--- config.mk ---
export PLATFORM = sky130hd
export DESIGN_NAME = otp_agent
export DESIGN_NICKNAME = d
export VERILOG_FILES = /design/src/rtl/otp_agent_pkg.sv /design/src/rtl/otp_agent_rdwait.sv /design/src/rtl/otp_agent.sv
export SDC_FILE = /design/constraint.sdc
export NUM_CORES = 1
export LEC_CHECK = 0
export BUFFER_PORTS_ARGS = -buffer_cell sky130_fd_sc_hd__buf_2
export CORE_MARGIN = 1.5
export CORE_UTILIZATION = 45
export CTS_BUF_LIST = sky130_fd_sc_hd__clkbuf_8
export DETAILED_ROUTE_END_ITERATION = 12
export PLACE_DENSITY = 0.92
export SLEW_MARGIN = 5
export SYNTH_ARGS = -nofsm -noshare
export SYNTH_HDL_FRONTEND = slang
export SYNTH_SLANG_ARGS = --single-unit
--- constraint.sdc ---
create_clock -name clk -period 2.2 [get_ports clk]
set_clock_uncertainty 0.15 [all_clocks]
set_input_delay 0.11 -clock clk [delete_from_list [all_inputs] [get_ports clk]]
set_output_delay 0.11 -clock clk [all_outputs]
set_load 0.02 [all_outputs]
--- src/rtl/otp_agent_pkg.sv ---
// Shared types and defaults for the OTP guard agent that sits between the core
// RAM master port and the OTP/RAM slave.
package otp_agent_pkg;

  typedef enum logic [2:0] {
    BOOT_REQ  = 3'd0,
    BOOT_WAIT = 3'd1,
    PASS      = 3'd2,
    CHK_REQ   = 3'd3,
    CHK_WAIT  = 3'd4,
    PROG      = 3'd5
  } state_t;

  localparam int          DEF_BUS_WIDTH  = 32;
  localparam int          DEF_DATA_WIDTH = 32;
  localparam logic [31:0] DEF_DBG_MAGIC  = 32'hD5B6_0A11;

  function automatic int bytes_per_word(input int data_width);
    return data_width / 8;
  endfunction

endpackage

--- src/rtl/otp_agent_rdwait.sv ---
// Slave read-latency timer shared by the boot read and the blank-check read.
// Load with start; done pulses in the cycle the slave read data is valid.
module otp_agent_rdwait #(
  parameter int RD_LATENCY = 1
) (
  input  logic clk,
  input  logic resetn,
  input  logic start,
  output logic done
);

  localparam int CW = (RD_LATENCY > 1) ? $clog2(RD_LATENCY + 1) : 1;

  logic [CW-1:0] cnt;

  always_ff @(posedge clk) begin
    if (!resetn) begin
      cnt <= '0;
    end else if (start) begin
      cnt <= CW'(RD_LATENCY);
    end else if (cnt != '0) begin
      cnt <= cnt - CW'(1);
    end
  end

  assign done = (cnt == CW'(1));

endmodule

--- src/rtl/otp_agent.sv ---
// RAM-bus pass-through agent that latches secure debug at boot and turns writes
// into the OTP window into read-back, blank-check, then program-or-reject.
module otp_agent
  import otp_agent_pkg::*;
#(
  parameter int                    BUS_WIDTH  = DEF_BUS_WIDTH,
  parameter int                    DATA_WIDTH = DEF_DATA_WIDTH,
  parameter logic [BUS_WIDTH-1:0]  OTP_BASE   = 'h0000_1000,
  parameter int                    OTP_WORDS  = 64,
  parameter logic [BUS_WIDTH-1:0]  CFG_ADDR   = 'h0000_1000,
  parameter logic [DATA_WIDTH-1:0] DBG_MAGIC  = DEF_DBG_MAGIC,
  parameter int                    RD_LATENCY = 1
) (
  input  logic                      clk,
  input  logic                      resetn,
  input  logic [BUS_WIDTH-1:0]      m_ram_raddr,
  output logic [DATA_WIDTH-1:0]     m_ram_rdata,
  input  logic                      m_ram_ren,
  input  logic [BUS_WIDTH-1:0]      m_ram_waddr,
  input  logic [DATA_WIDTH-1:0]     m_ram_wdata,
  input  logic [DATA_WIDTH/8-1:0]   m_ram_wen,
  output logic                      m_ram_stall,
  output logic [BUS_WIDTH-1:0]      s_ram_raddr,
  input  logic [DATA_WIDTH-1:0]     s_ram_rdata,
  output logic                      s_ram_ren,
  output logic [BUS_WIDTH-1:0]      s_ram_waddr,
  output logic [DATA_WIDTH-1:0]     s_ram_wdata,
  output logic [DATA_WIDTH/8-1:0]   s_ram_wen,
  output logic                      secure_debug_enable,
  output logic                      otp_violation
);

  localparam int NBYTES = bytes_per_word(DATA_WIDTH);
  localparam int AW1    = BUS_WIDTH + 1;

  // One extra bit keeps a window that ends at the top of the address space from wrapping.
  localparam logic [BUS_WIDTH:0] WIN_LO = {1'b0, OTP_BASE};
  localparam logic [BUS_WIDTH:0] WIN_HI = WIN_LO + AW1'(OTP_WORDS * NBYTES);

  state_t                  state, state_nxt;
  logic [BUS_WIDTH-1:0]    lat_waddr;
  logic [DATA_WIDTH-1:0]   lat_wdata;
  logic [NBYTES-1:0]       lat_wen;
  logic                    rd_start;
  logic                    rd_done;
  logic                    in_window;
  logic                    intercept;
  logic                    blank;

  otp_agent_rdwait #(.RD_LATENCY(RD_LATENCY)) u_rdwait (
    .clk    (clk),
    .resetn (resetn),
    .start  (rd_start),
    .done   (rd_done)
  );

  assign in_window = ({1'b0, m_ram_waddr} >= WIN_LO) && ({1'b0, m_ram_waddr} < WIN_HI);
  assign intercept = (m_ram_wen != '0) && in_window;
  assign m_ram_rdata = s_ram_rdata;

  // Only lanes that will actually be programmed have to read back as zero.
  always_comb begin
    blank = 1'b1;
    for (int i = 0; i < NBYTES; i++) begin
      if (lat_wen[i] && (s_ram_rdata[8*i +: 8] != 8'h00)) blank = 1'b0;
    end
  end

  always_ff @(posedge clk) begin
    if (!resetn) begin
      state               <= BOOT_REQ;
      secure_debug_enable <= 1'b0;
      otp_violation       <= 1'b0;
      lat_waddr           <= '0;
      lat_wdata           <= '0;
      lat_wen             <= '0;
    end else begin
      state <= state_nxt;
      if (state == PASS && intercept) begin
        lat_waddr <= m_ram_waddr;
        lat_wdata <= m_ram_wdata;
        lat_wen   <= m_ram_wen;
      end
      if (state == BOOT_WAIT && rd_done) secure_debug_enable <= (s_ram_rdata == DBG_MAGIC);
      if (state == CHK_WAIT && rd_done && !blank) otp_violation <= 1'b1;
    end
  end

  // Outside PASS the slave only ever sees latched values or zero, never the live master bus.
  always_comb begin
    state_nxt   = state;
    m_ram_stall = 1'b1;
    s_ram_ren   = 1'b0;
    s_ram_raddr = '0;
    s_ram_waddr = '0;
    s_ram_wdata = '0;
    s_ram_wen   = '0;
    rd_start    = 1'b0;
    if (resetn) begin
      case (state)
        BOOT_REQ: begin
          s_ram_ren   = 1'b1;
          s_ram_raddr = CFG_ADDR;
          rd_start    = 1'b1;
          state_nxt   = BOOT_WAIT;
        end
        BOOT_WAIT: begin
          if (rd_done) state_nxt = PASS;
        end
        PASS: begin
          if (intercept) begin
            state_nxt = CHK_REQ;
          end else begin
            m_ram_stall = 1'b0;
            s_ram_ren   = m_ram_ren;
            s_ram_raddr = m_ram_raddr;
            s_ram_waddr = m_ram_waddr;
            s_ram_wdata = m_ram_wdata;
            s_ram_wen   = m_ram_wen;
          end
        end
        CHK_REQ: begin
          s_ram_ren   = 1'b1;
          s_ram_raddr = lat_waddr;
          rd_start    = 1'b1;
          state_nxt   = CHK_WAIT;
        end
        CHK_WAIT: begin
          if (rd_done) state_nxt = blank ? PROG : PASS;
        end
        PROG: begin
          s_ram_waddr = lat_waddr;
          s_ram_wdata = lat_wdata;
          s_ram_wen   = lat_wen;
          state_nxt   = PASS;
        end
        default: state_nxt = BOOT_REQ;
      endcase
    end
  end

endmodule

== Yosys cells after proc, flatten, opt, wreduce, memory -nomap -nowiden ==
Cells that the tools add are included.

* Word-level logic and storage cells: 69
* Output and inout bits: 136
* Register bits: 74

* Add/sub/neg operators: 1
* Magnitude comparators: 2
* Reduce and logical (&&, ||, !) cells: 19
* Muxes and demuxes: 31
* Equal/unequal tests: 9

{| class="wikitable"
|+ Operators by type and width
! operator !! count
|-
| 32-bit two-way mux || 6
|-
| 32-bit case mux with 2 select lines || 2
|-
| 32-bit case mux with 3 select lines || 1
|-
| 32-bit equality test, second input constant || 1
|-
| 32-bit by 13-bit greater-or-equal comparator with 1-bit output, second input constant || 1
|-
| 32-bit by 13-bit < comparator with 1-bit output, second input constant || 1
|-
| 8-bit nonzero test || 4
|-
| 3-bit case mux with 6 select lines || 1
|-
| 1-bit two-way mux || 13
|-
| 3-bit two-way mux || 4
|-
| 1-bit logical AND || 10
|-
| 4-bit two-way mux || 2
|-
| 4-bit case mux with 2 select lines || 1
|-
| 3-bit by 2-bit equality test with 1-bit output, second input constant || 2
|-
| 3-bit equality test, second input constant || 2
|-
| 2-bit by 1-bit inequality test with 1-bit output, second input constant || 2
|-
| 4-bit nonzero test || 1
|-
| 3-bit by 1-bit equality test with 1-bit output, second input constant || 1
|-
| 3-bit logical NOT || 1
|-
| 3-bit AND reduction || 1
|-
| 2-bit inequality test, second input constant || 1
|-
| 1-bit case mux with 2 select lines || 1
|-
| 2-bit OR reduction || 1
|-
| 1-bit logical NOT || 1
|-
| 1-bit subtractor, second input constant || 1
|}

== Longest topological paths before layout ==
* Word-level depth: 9
* Depth in mapped cells: 7

== Hierarchy ==
From an unflattened synthesis, not the netlist that was laid out.

* Cells, all modules: 540
* Area, all modules: 4,475.5 um2

{| class="wikitable"
|+ Modules (own cells, without submodules)
! module !! area an instance (um2) !! cells each !! seq. area each (um2) !! times used
|-
| otp_agent || 4,449.3 || 538 || 1,461.4 || 1
|-
| otp_agent_rdwait || 26.3 || 2 || 20.0 || 1
|}

== Worst setup path after synthesis ==
No wires, ideal clock.

* Kind: flip-flop to output port
* Start: register state[0]
* End: output s_ram_waddr[0]
* Arrival: 1,898 ps
* Path slack: 42 ps
* Data required time: 1,940 ps
* Stages on the path, launching flop included: 8
* Buffers on the path: 4
* Path through: dfxtp_1 > clkbuf_1 > nor3b_1 > buf_2 > buf_2 > clkbuf_1 > o211ai_1 > a21boi_0

* Cells in the longest elaborated chain, start to end: 3
* Elaborated cells on any way between the ends: 4

{| class="wikitable"
|+ RTL lines
! what !! RTL line !! source
|-
| start, declared || otp_agent.sv:40 || <nowiki>state_t state, state_nxt;</nowiki>
|-
| start signal, assigned || otp_agent.sv:78 || <nowiki>state <= state_nxt;</nowiki>
|-
| 3-bit equality test or 3-bit by 2-bit equality test with 1-bit output (tied branches) || otp_agent.sv:100 || <nowiki>case (state)</nowiki>
|-
| 32-bit case mux with 2 select lines (*) || otp_agent.sv:100 ||
|-
| 32-bit two-way mux (*) || otp_agent.sv:99 || <nowiki>if (resetn) begin</nowiki>
|-
| end, declared || otp_agent.sv:26 || <nowiki>output logic [BUS_WIDTH-1:0] s_ram_waddr,</nowiki>
|}

Mark *: on every way between the ends. The rest lies on a longest branch, timed or not.

== Worst setup path in the final report ==
* Start: register state[1]
* End: output s_ram_wdata[18]

* Cells in the longest elaborated chain, start to end: 3
* Elaborated cells on any way between the ends: 4

{| class="wikitable"
|+ RTL lines
! what !! RTL line !! source
|-
| 3-bit equality test or 3-bit by 2-bit equality test with 1-bit output (tied branches) || otp_agent.sv:100 ||
|-
| 32-bit case mux with 2 select lines (*) || otp_agent.sv:100 ||
|-
| 32-bit two-way mux (*) || otp_agent.sv:99 ||
|-
| end, declared || otp_agent.sv:27 || <nowiki>output logic [DATA_WIDTH-1:0] s_ram_wdata,</nowiki>
|}

Marked as above.

==> impl_results.md <==
- Mean post-synth cell area: ~8.0 um^2
- Antenna-violating nets left: 0
- Final setup violation count: 1
- Synth Instances: 603
- ANT cells: 0
- Fin. Hold Viols: 0
- Cell family with most CP delay: buffers and inverters
- Compound-cell area share of the yosys netlist: a little over a quarter
- Starting Density: 46.5%
- GRT Total Usage: 30.3%
- Die height: between 100 and 150 um
- DP HPWL: roughly 11000 um
- Post-synthesis xor/xnor area fraction: 0%
- Largest cells by area after synthesis: dfxtp_1 31%, nand2_1 11%, mux2i_1 9.2%
- Vias in the first global route: around 5400
- Post-Place Cells: between 900 and 1000
- Distinct cells, synth: 38
- WL/cell: ~18 um
- CP max FO: 13
- Worst path max stage delay: 0.40 ns
- Port buffer count: 270
- Io pins: about 270
- HP Start: resetn
- FF-to-FF setup slack: 0 ns
- Max cap viols: 0
- Die width: 106 um
- Setup repair after global routing missed its margin: yes
- Buf/Inv on CP: 4
- Violated checks: setup timing
- Status: finished, violations left
- Clock latency on the worst-skew pair: around 0.33 ns
- Synth async-reset ratio: 0%
- Seq/Total Area, Yosys: a little under a third
- Hold Crit Depth: 3
- Share of cells above drive strength 1: a little under two fifths
- Slowest CP cell: dfxtp_4
- Pins Over Slew Limit: 0
- Final Non-Filler Cells: 1016
- Largest net degree at the start of global routing: between 90 and 100
- Most used cell, CP: buf_6
- Most common cell in the netlist: nand2_1
- Initial antenna violation count: 0
- Rows: 37
- Core ar.: about 10000 um^2
- CTS buffer count: 9
- Post-synth EDFFs: 0
- Via count: ~5800
- Worst R2R End: lat_wen[3]
- Post-synthesis mux area share: 9.18%
- Nets: a little over 1000
- Total clock sinks: 74
- Global route overflow: 0
- Via/cell ratio: roughly 5.7
- Tcrit/Tclk final: 100%
- Synth top cells by count: 137 x nand2_1, 74 x dfxtp_1, 45 x a21boi_0, 45 x o211ai_1, 44 x mux2i_1
- Worst min path class: in2reg
- CP arrival: a little under 2 ns
- Worst-margin pin slew: between 0.4 and 0.5 ns
- Leak pwr: around 3.1 nW
- First-pass GRT wire length: ~27000 um
- Worst flop-to-flop path startpoint: state[1]
- Final worst slack: -0.00710 ns
- Adder-Cell Fraction of Synth Area: 0%
- Crit. End Element: output pin
- Startpoint Class: flop
- Min Hold Slack: about 0.046 ns
- Slew Limit Headroom: between 60% and 70%
- R2R depth: 6
- CP required: 1.94 ns
- Top cell type's share of synthesized area: between 30 and 40%
- Routed WL: around 18000 um
- End of the worst hold path: state[1]
- H-tree depth: 3
- Area grow syn2layout: 47.6%
- Pre-antenna DRT Iters: 6
- Mapped cell area: approximately 4800 um^2
- Post-route DRC: 0
- Simple-Gate Fraction of Synth Area: between 20% and 30%
- Largest family of logic cells by synthesized area: compound AO/OA/AOI/OAI gates
- FF+latch count, synth: 74
- Post-synth top area cell: dfxtp_1
- Final core utilization: 68.6%
- CP cell instances: nor3b_4 -> buf_6 -> buf_6 -> clkbuf_16 -> o211ai_1 -> a21boi_0 -> buf_2
- Die area: 11300 um^2
- GPL Wtd Cong: just over 0.9
- Fmax: approximately 450 MHz
- Reg clk slew, reported paths: about 0.080 ns
- Clock tree buffer depth: 2
- Pwr Density: between 400 and 500 nW/um^2
- CP Class: reg2out
- Pre-CTS setup slack: 0.102 ns
- Tmin final: ~2.2 ns
- Warnings from Yosys: 0
- Clk root buf: clkbuf_8
- DRT iter0 DRCs: between 400 and 500
- CTS tree: done
- Leading register cell type out of synthesis: dfxtp_1
- Peak VDD IR: between 0.2 and 0.25 mV
- Syn Nets: 738
[tightest hold or removal path, delay by kind of cell]
| kind | cells | cell delay, ns |
|---|---|---|
| compound gates | 2 | 0.16 |
| buf+inv | 1 | 0.22 |
[report_power, final]
group | switching (mW) | internal (mW) | total, mW
sequential | 0.0186 | 1.35 | 1.37
clock | 0.540 | 0.522 | 1.06
combinational | 0.375 | 0.332 | 0.707
total | 0.934 | 2.20 | 3.13
[sequential cells by signal, summed over array words and instances (netlist names)]
register,count
lat_wdata,32
lat_waddr,32
lat_wen,4
u_rdwait.done,1
secure_debug_enable,1
state,3
otp_violation,1
[layer usage]
layer | routed length [um] | GRT usage [%] | part of all wire [%] | vias to the layer above
met5 | 0 | 0 | 0 | -
met4 | 537 | 14.4 | 2.9 | 0
met3 | 1750 | 7.36 | 9.5 | 49
met2 | 9110 | 52.2 | 49 | 385
met1 | 7030 | 35.2 | 38 | 2644
li1 | - | - | - | 2676
[layout make-up]
| class | instances | area, um^2 |
|---|---|---|
| fillers | 797 | 3240 |
| multi-input cells | 435 | 2830 |
| repair buffers | 352 | 2390 |
| flip-flops and latches | 74 | 1490 |
| well taps | 136 | 170 |
| clock buffers | 9 | 124 |
| clock inverters | 7 | 70.1 |
| inverters | 3 | 11.3 |
[layout by cell type (no fill, tap or decap), types with 5 or more instances in the layout]
| cell type | instances |
|---|---|
| nor4_1 | 5 |
| buf_4 | 27 |
| dfxtp_1 | 71 |
| nand2_1 | 136 |
| a22oi_1 | 23 |
| nand4_1 | 6 |
| a21boi_1 | 23 |
| and3_1 | 23 |
| a21boi_0 | 22 |
| buf_2 | 253 |
| dlygate4sd3_1 | 54 |
| mux2i_1 | 44 |
| clkbuf_8 | 9 |
| a22o_1 | 31 |
| nand3_1 | 5 |
| nor2b_1 | 23 |
| buf_12 | 11 |
| o211ai_1 | 45 |
| or4_1 | 5 |
[repair_timing]
action,4_1_cts,5_1_grt
endpoints found under the hold margin,47,0
pin swaps,2,3
gates resized for setup,10,44
setup buffers,3,5
gates cloned,3,3
setup endpoints to repair,102,79
hold buffers,54,0
[kinds of logic after synthesis]
| family | Yosys count |
|---|---|
| compound gates | 165 |
| buf+inv | 94 |
| flops | 74 |
| mux | 44 |
| simple gates | 226 |
[metrics by stage]
step                      power (mW)  TNS [ns]  cell area (um^2)
after floorplan                 1.73         0              4800
after global placement          1.95         0              6060
after detailed placement        1.96         0              6060
after CTS                       3.11         0              6940
after global routing            3.25     -1.74              7080
final                           3.13  -0.00710              7080
[how the worst max path moves through the flow]
stage	start	end	slack, ns	cells after the start
final	state[1]	s_ram_wdata[18]	-0.007	7
after global routing	state[1]	s_ram_wdata[18]	-0.08	7
after CTS	state[0]	s_ram_wdata[13]	0.001	7
after detailed placement	state[1]	s_ram_waddr[12]	0.10	5
after global placement	state[1]	s_ram_waddr[12]	0.09	5
after floorplan	state[0]	s_ram_waddr[0]	0.04	7
Note: power is estimated with default switching activity, not from simulation.
